$ cat src/rtl/alu_control_sequencer_if.sv
// Handshake and result bus between the main control unit (master) and the
// ALU control sequencer (slave).
interface alu_control_sequencer_if #(
    parameter int N_FUNCT = 6,
    parameter int M_OP    = 2,
    parameter int L_CTRL  = 4,
    parameter int ILL_W   = 8
);
    logic               flush;
    logic               in_valid;
    logic               in_ready;
    logic [N_FUNCT-1:0] funct;
    logic [M_OP-1:0]    ALU_Op;
    logic [L_CTRL-1:0]  ALU_Control;
    logic               res_valid;
    logic               stall;
    logic               illegal;
    logic [ILL_W-1:0]   illegal_cnt;

    modport master (
        output flush, in_valid, funct, ALU_Op,
        input  in_ready, ALU_Control, res_valid, stall, illegal, illegal_cnt
    );

    modport slave (
        input  flush, in_valid, funct, ALU_Op,
        output in_ready, ALU_Control, res_valid, stall, illegal, illegal_cnt
    );
endinterface

$ cat src/rtl/alu_control_sequencer.sv
// Registered ALU control decoder that sequences multi-cycle multiply/divide,
// stalls the pipeline while busy, and flags/counts undecodable funct codes.
module alu_control_sequencer #(
    parameter int N_FUNCT = 6,
    parameter int M_OP    = 2,
    parameter int L_CTRL  = 4,
    parameter int MUL_LAT = 4,
    parameter int DIV_LAT = 8,
    parameter int ILL_W   = 8
) (
    input  logic                     clk,
    input  logic                     reset,
    alu_control_sequencer_if.slave   bus
);
    localparam int MAX_LAT = (MUL_LAT > DIV_LAT) ? MUL_LAT : DIV_LAT;
    localparam int CNT_W   = $clog2(MAX_LAT + 1);

    localparam logic [L_CTRL-1:0] CTRL_NONE = L_CTRL'(4'b0000);
    localparam logic [L_CTRL-1:0] CTRL_ADDI = L_CTRL'(4'b0001);
    localparam logic [L_CTRL-1:0] CTRL_SUBI = L_CTRL'(4'b0010);
    localparam logic [L_CTRL-1:0] CTRL_ADD  = L_CTRL'(4'b0011);
    localparam logic [L_CTRL-1:0] CTRL_SUB  = L_CTRL'(4'b0100);
    localparam logic [L_CTRL-1:0] CTRL_MUL  = L_CTRL'(4'b0101);
    localparam logic [L_CTRL-1:0] CTRL_DIV  = L_CTRL'(4'b0110);
    localparam logic [L_CTRL-1:0] CTRL_OR   = L_CTRL'(4'b0111);
    localparam logic [L_CTRL-1:0] CTRL_AND  = L_CTRL'(4'b1000);
    localparam logic [L_CTRL-1:0] CTRL_XOR  = L_CTRL'(4'b1001);
    localparam logic [L_CTRL-1:0] CTRL_SLL  = L_CTRL'(4'b1010);
    localparam logic [L_CTRL-1:0] CTRL_SRL  = L_CTRL'(4'b1011);
    localparam logic [L_CTRL-1:0] CTRL_SLT  = L_CTRL'(4'b1100);

    typedef enum logic [1:0] {
        IDLE  = 2'b00,
        MULTI = 2'b01,
        DONE  = 2'b10
    } state_t;

    // R-type decode of the funct field; unknown codes map to CTRL_NONE.
    function automatic logic [L_CTRL-1:0] decode_funct(input logic [N_FUNCT-1:0] fn);
        logic [L_CTRL-1:0] c;
        c = CTRL_NONE;
        case (fn)
            N_FUNCT'(0): c = CTRL_ADD;
            N_FUNCT'(1): c = CTRL_SUB;
            N_FUNCT'(2): c = CTRL_MUL;
            N_FUNCT'(3): c = CTRL_DIV;
            N_FUNCT'(4): c = CTRL_OR;
            N_FUNCT'(5): c = CTRL_AND;
            N_FUNCT'(6): c = CTRL_XOR;
            N_FUNCT'(7): c = CTRL_SLL;
            N_FUNCT'(8): c = CTRL_SRL;
            N_FUNCT'(9): c = CTRL_SLT;
            default:     c = CTRL_NONE;
        endcase
        return c;
    endfunction

    // funct values above 9 have no ALU meaning under the R-type class.
    function automatic logic funct_is_illegal(input logic [N_FUNCT-1:0] fn);
        return (fn > N_FUNCT'(9));
    endfunction

    state_t             state_r;
    logic [CNT_W-1:0]   cnt_r;
    logic [L_CTRL-1:0]  ctrl_r;
    logic               res_valid_r;
    logic               illegal_r;
    logic [ILL_W-1:0]   ill_cnt_r;

    logic               in_ready_s;
    logic               accept_s;
    logic [L_CTRL-1:0]  dec_ctrl_s;
    logic               dec_ill_s;
    logic               dec_multi_s;
    logic [CNT_W-1:0]   dec_cnt_s;
    logic               ill_sat_s;

    // Handshake: ready drops while a multi-cycle op runs and during reset.
    always_comb begin
        in_ready_s = ~reset & (state_r != MULTI);
        accept_s   = bus.in_valid & in_ready_s & ~bus.flush;
        ill_sat_s  = (ill_cnt_r == {ILL_W{1'b1}});
    end

    // Decode of the presented op, consumed only on accept.
    always_comb begin
        dec_ctrl_s  = CTRL_NONE;
        dec_ill_s   = 1'b0;
        dec_multi_s = 1'b0;
        dec_cnt_s   = CNT_W'(0);
        case (bus.ALU_Op)
            M_OP'(0): dec_ctrl_s = CTRL_ADDI;
            M_OP'(1): dec_ctrl_s = CTRL_SUBI;
            M_OP'(2): dec_ctrl_s = CTRL_SLT;
            M_OP'(3): begin
                dec_ctrl_s = decode_funct(bus.funct);
                dec_ill_s  = funct_is_illegal(bus.funct);
            end
            default: begin
                dec_ctrl_s = CTRL_NONE;
                dec_ill_s  = 1'b1;
            end
        endcase
        if (dec_ctrl_s == CTRL_MUL) begin
            dec_multi_s = 1'b1;
            dec_cnt_s   = CNT_W'(MUL_LAT - 1);
        end else if (dec_ctrl_s == CTRL_DIV) begin
            dec_multi_s = 1'b1;
            dec_cnt_s   = CNT_W'(DIV_LAT - 1);
        end else begin
            dec_multi_s = 1'b0;
            dec_cnt_s   = CNT_W'(0);
        end
    end

    // Sequencer FSM and all registered outputs.
    always_ff @(posedge clk) begin
        if (reset) begin
            state_r     <= IDLE;
            cnt_r       <= CNT_W'(0);
            ctrl_r      <= CTRL_NONE;
            res_valid_r <= 1'b0;
            illegal_r   <= 1'b0;
            ill_cnt_r   <= ILL_W'(0);
        end else if (bus.flush) begin
            // Abort drops any in-flight op but keeps the last decode visible.
            state_r     <= IDLE;
            cnt_r       <= CNT_W'(0);
            res_valid_r <= 1'b0;
        end else begin
            case (state_r)
                MULTI: begin
                    cnt_r <= cnt_r - CNT_W'(1);
                    if (cnt_r == CNT_W'(1)) begin
                        state_r     <= DONE;
                        res_valid_r <= 1'b1;
                    end else begin
                        state_r     <= MULTI;
                        res_valid_r <= 1'b0;
                    end
                end
                IDLE, DONE: begin
                    if (accept_s) begin
                        ctrl_r    <= dec_ctrl_s;
                        illegal_r <= dec_ill_s;
                        if (dec_ill_s && !ill_sat_s) begin
                            ill_cnt_r <= ill_cnt_r + ILL_W'(1);
                        end else begin
                            ill_cnt_r <= ill_cnt_r;
                        end
                        if (dec_multi_s) begin
                            state_r     <= MULTI;
                            cnt_r       <= dec_cnt_s;
                            res_valid_r <= 1'b0;
                        end else begin
                            state_r     <= DONE;
                            cnt_r       <= CNT_W'(0);
                            res_valid_r <= 1'b1;
                        end
                    end else begin
                        state_r     <= IDLE;
                        res_valid_r <= 1'b0;
                    end
                end
                default: begin
                    state_r     <= IDLE;
                    cnt_r       <= CNT_W'(0);
                    res_valid_r <= 1'b0;
                end
            endcase
        end
    end

    assign bus.in_ready    = in_ready_s;
    assign bus.stall       = bus.in_valid & ~in_ready_s;
    assign bus.ALU_Control = ctrl_r;
    assign bus.res_valid   = res_valid_r;
    assign bus.illegal     = illegal_r;
    assign bus.illegal_cnt = ill_cnt_r;

endmodule

$ cat src/flat_wrapper.sv
// flat-port wrapper written by rule: the top's interface ports become plain ports
module alu_control_sequencer_flat 
#(
    parameter int N_FUNCT = 6,
    parameter int M_OP    = 2,
    parameter int L_CTRL  = 4,
    parameter int MUL_LAT = 4,
    parameter int DIV_LAT = 8,
    parameter int ILL_W   = 8
)
  (clk, reset, bus_flush, bus_in_valid, bus_funct, bus_ALU_Op, bus_in_ready, bus_ALU_Control, bus_res_valid, bus_stall, bus_illegal, bus_illegal_cnt);
  alu_control_sequencer_if #(.N_FUNCT(N_FUNCT), .M_OP(M_OP), .L_CTRL(L_CTRL), .ILL_W(ILL_W)) bus_i ();
  input  logic clk;
  input  logic reset;
  input wire logic [$bits(bus_i.flush)-1:0] bus_flush;
  input wire logic [$bits(bus_i.in_valid)-1:0] bus_in_valid;
  input wire logic [$bits(bus_i.funct)-1:0] bus_funct;
  input wire logic [$bits(bus_i.ALU_Op)-1:0] bus_ALU_Op;
  output wire logic [$bits(bus_i.in_ready)-1:0] bus_in_ready;
  output wire logic [$bits(bus_i.ALU_Control)-1:0] bus_ALU_Control;
  output wire logic [$bits(bus_i.res_valid)-1:0] bus_res_valid;
  output wire logic [$bits(bus_i.stall)-1:0] bus_stall;
  output wire logic [$bits(bus_i.illegal)-1:0] bus_illegal;
  output wire logic [$bits(bus_i.illegal_cnt)-1:0] bus_illegal_cnt;
  assign bus_i.flush = bus_flush;
  assign bus_i.in_valid = bus_in_valid;
  assign bus_i.funct = bus_funct;
  assign bus_i.ALU_Op = bus_ALU_Op;
  assign bus_in_ready = bus_i.in_ready;
  assign bus_ALU_Control = bus_i.ALU_Control;
  assign bus_res_valid = bus_i.res_valid;
  assign bus_stall = bus_i.stall;
  assign bus_illegal = bus_i.illegal;
  assign bus_illegal_cnt = bus_i.illegal_cnt;
  alu_control_sequencer #(.N_FUNCT(N_FUNCT), .M_OP(M_OP), .L_CTRL(L_CTRL), .MUL_LAT(MUL_LAT), .DIV_LAT(DIV_LAT), .ILL_W(ILL_W)) u_core (.clk(clk), .reset(reset), .bus(bus_i));
endmodule
$ cat config.mk
export PLATFORM = sky130hd
export DESIGN_NAME = alu_control_sequencer_flat
export DESIGN_NICKNAME = d
export VERILOG_FILES = /design/src/rtl/alu_control_sequencer_if.sv /design/src/rtl/alu_control_sequencer.sv /design/src/flat_wrapper.sv
export SDC_FILE = /design/constraint.sdc
export NUM_CORES = 1
export LEC_CHECK = 0
export ABC_CLOCK_PERIOD_IN_PS = 1800
export BUFFER_PORTS_ARGS = -buffer_cell sky130_fd_sc_hd__buf_4
export CAP_MARGIN = 15
export CORE_AREA = 5 5 56 58
export DETAILED_ROUTE_END_ITERATION = 10
export DIE_AREA = 0 0 61 63
export PLACE_DENSITY = 0.84
export SLEW_MARGIN = 5
export SYNTH_ARGS = -nofsm -noshare
export SYNTH_HDL_FRONTEND = slang
export SYNTH_SLANG_ARGS = --single-unit
$ cat constraint.sdc
create_clock -name clk -period 1.8 [get_ports clk]
set_clock_uncertainty 0.1 [all_clocks]
set_input_delay 0.18 -clock clk [delete_from_list [all_inputs] [get_ports clk]]
set_output_delay 0.18 -clock clk [all_outputs]
set_load 0.05 [all_outputs]
==> flow_summary.ini <==
[status]
status = finished, final reports clean

[clock_tree]
cts_sinks = 19
clock-root-buffer = clkbuf_4
cts.clk_slew.worst_paths_ns = 0.11
cts.htree.levels = 1
cts_buffers = 3
cts_max_path_buffers = 2
cts_tree = yes
postCtsHoldBufs = 0
clock_latency_ns = 0.29

[cells_and_area]
synthToLayoutAreaGrowth_pct = 30.0
n_antenna_cell = 0
layout_common_cells = buf_4 (41), dfxtp_1 (17), nor2_1 (11)
mostFrequentLayoutCell = buf_4
final_nets = 194
design_area_sq_um = 1530
drive_gt1_frac = 0.343

[hold_path]
hp-class = input port to flip-flop
hold_depth = 3

[grt]
grt_overflow = 0
grt_pass1_vias = 1148
antenna_found_initial = 0
grt_util_all_layers = 0.154
grt_pass1_wl_microns = 4730
grt_max_degree = 16

[sta]
maxSlewViolCount = 0
max_freq_ghz = 0.578
rsz0062_at_grt = no
post-route-period-util = 0.961
tightest_slew_ns = 0.601
max_slew_margin = 0.598
setup_viol = 0
finalWorstSetupSlack_ns = 0.0694
period_needed_ns = 1.73
final_hold_viol_count = 0

[worst_setup_path]
start_kind = flip-flop
rr_worst_depth = 4
crit_fanout = 11
cpPeakStageDelay_ns = 0.46
crit_chain = nand4_1 -> o21ai_2 -> nor4_2 -> mux2_2
worstSetupPathType = flip-flop to flip-flop
endpoint_kind = flip-flop
required_ns = 1.89
cp_slowest_cell = o21ai_2
worstPathArrival_ns = 1.82

[synth]
netlist_area_sq_um = 1170
syn_nets = 155
synth_top_area_cell = dfxtp_1
synthTopCellsByArea = dfxtp_1 (32%), ha_1 (6.4%), a21oi_1 (3.8%), nor2_1 (3.8%), nor2b_1 (3.2%)
synth_flop_cell = dfxtp_1
synthArstFlopShare = 0
postSynthCellCount = 137
yosysWarningCount = 0
yosys.area.top_type_share = 0.324
ys_seq_area_frac = 0.324
synth-seq-cells = 19
synth-edff-count = 0
synth_cell_types = 44
avgSynthCellArea_sq_um = 8.57

[placement]
portBuffers = 27
place_ws_ns = -0.237
gp_congestion = 0.870
hpwl_microns = 2230
postPlaceCellArea_sq_um = 1500

[detailed_routing]
wl_microns = 2780
wl_per_cell_microns = 13.5
ant_nets = 0
first_pass_iters = 5
num_vias = 1189
viasPerCell = 5.77
drt-initial-drc-count = 54
drc = 0

[floorplanning]
start_util = 0.449
die_w_microns = 61
ios = 28
dieArea_sq_um = 3840
core_region_area_sq_um = 2620
die_h_microns = 63
num_rows = 19

[flow_run]
max_cap_viol_count = 0

[pwr]
power.leakage_uw = 0.000606
power.density_nw_per_um2 = 532
ir_drop_mv = 0.478
==> final timing paths <==
path | start | end | slack [ns]
worst max-delay path | u_core.bus.illegal_cnt[3] | u_core.bus.illegal_cnt[5] | 0.07
worst max register to register | u_core.bus.illegal_cnt[3] | u_core.bus.illegal_cnt[5] | 0.07
worst min register to register | u_core.bus.illegal_cnt[1] | u_core.bus.illegal_cnt[1] | 0.42
worst min-delay path | bus_ALU_Op[1] | u_core.bus.ALU_Control[3] | 0.15
==> metal layers <==
| metal | share of wire | up-vias | routed length (microns) | GRT usage |
|---|---|---|---|---|
| met1 | 0.44 | 556 | 1210 | 0.186 |
| met4 | 0.017 | 0 | 48 | 0.0705 |
| li1 | - | 593 | - | - |
| met3 | 0.054 | 4 | 149 | 0.0165 |
| met2 | 0.49 | 36 | 1370 | 0.263 |
| met5 | 0 | - | 0 | 0 |
==> cell type report <==
| cell class | count | area (sq um) |
|---|---|---|
| Tap cell | 31 | 38.8 |
| Fill cell | 245 | 1090 |
| Multi-Input combinational cell | 106 | 751 |
| Timing Repair Buffer | 41 | 308 |
| Clock buffer | 4 | 26.3 |
| Sequential cell | 19 | 383 |
| Inverter | 5 | 18.8 |
==> registers in the layout (all words and copies together) (netlist names) <==
| signal | count |
|---|---|
| u_core.bus.ALU_Control | 4 |
| u_core.bus.illegal | 1 |
| u_core.bus.illegal_cnt | 8 |
| u_core.bus.res_valid | 1 |
| u_core.cnt_r | 4 |
| u_core.state_r | 1 |
==> kinds of logic (layout without fill, tap and decap cells) <==
group,after synthesis,in the layout,synth area share
simple gates,57,57,0.293
compound gates,38,38,0.222
flops,19,19,0.324
buf+inv,12,50,0.0533
fa+ha+maj,6,6,0.0640
mux,4,4,0.0362
xor+xnor,1,1,0.00746
==> Yosys cell counts, types with 2 or more instances <==
cell / instances
nand2b_1: 3
nor3b_1: 4
nor2_1: 12
buf_6: 2
o21bai_1: 2
or4_1: 3
nor2b_1: 6
nor3_1: 5
o21ai_0: 6
o21a_1: 2
dfxtp_1: 19
clkbuf_1: 3
a311oi_1: 2
o31ai_1: 4
ha_1: 6
nand4_1: 2
mux2_2: 2
o32ai_1: 2
mux2i_1: 2
o22ai_1: 3
a21oi_1: 9
or4b_2: 2
nand2_1: 5
nor4_1: 2
nand3_1: 5
nand3b_1: 2
inv_1: 5
==> per-stage QoR <==
stage | instances | TNS [ns] | hold WS, ns | total power, uW | utilization
floorplan | 137 | -0.135 | 0.275 | 539 | -
global placement | 202 | -0.751 | 0.389 | 604 | 0.572
detailed placement | 202 | -1.16 | 0.397 | 608 | 0.572
CTS | 206 | 0 | 0.130 | 821 | 0.582
global route | 206 | 0 | 0.151 | 852 | 0.583
finish | 206 | 0 | 0.146 | 812 | 0.583
==> critical path: cells and delay by family (launching register included) <==
kind,cells,cell delay [ns]
DFF,1,0.45
and+or+nand+nor,2,0.32
AOI/OAI and AO/OA,1,0.46
muxes,1,0.30
==> report_power, final <==
group	switching (uW)	internal [uW]
registers	3.91	426
clock network	127	86.3
logic	95.3	73.8
==> timing repair <==
item                       in CTS  in global routing
buffers inserted                0                  0
setup endpoints to repair       0                  1
resized for setup               0                  1
hold endpoints to repair        0                  0
No activity file was read; power rests on OpenSTA's default activity.
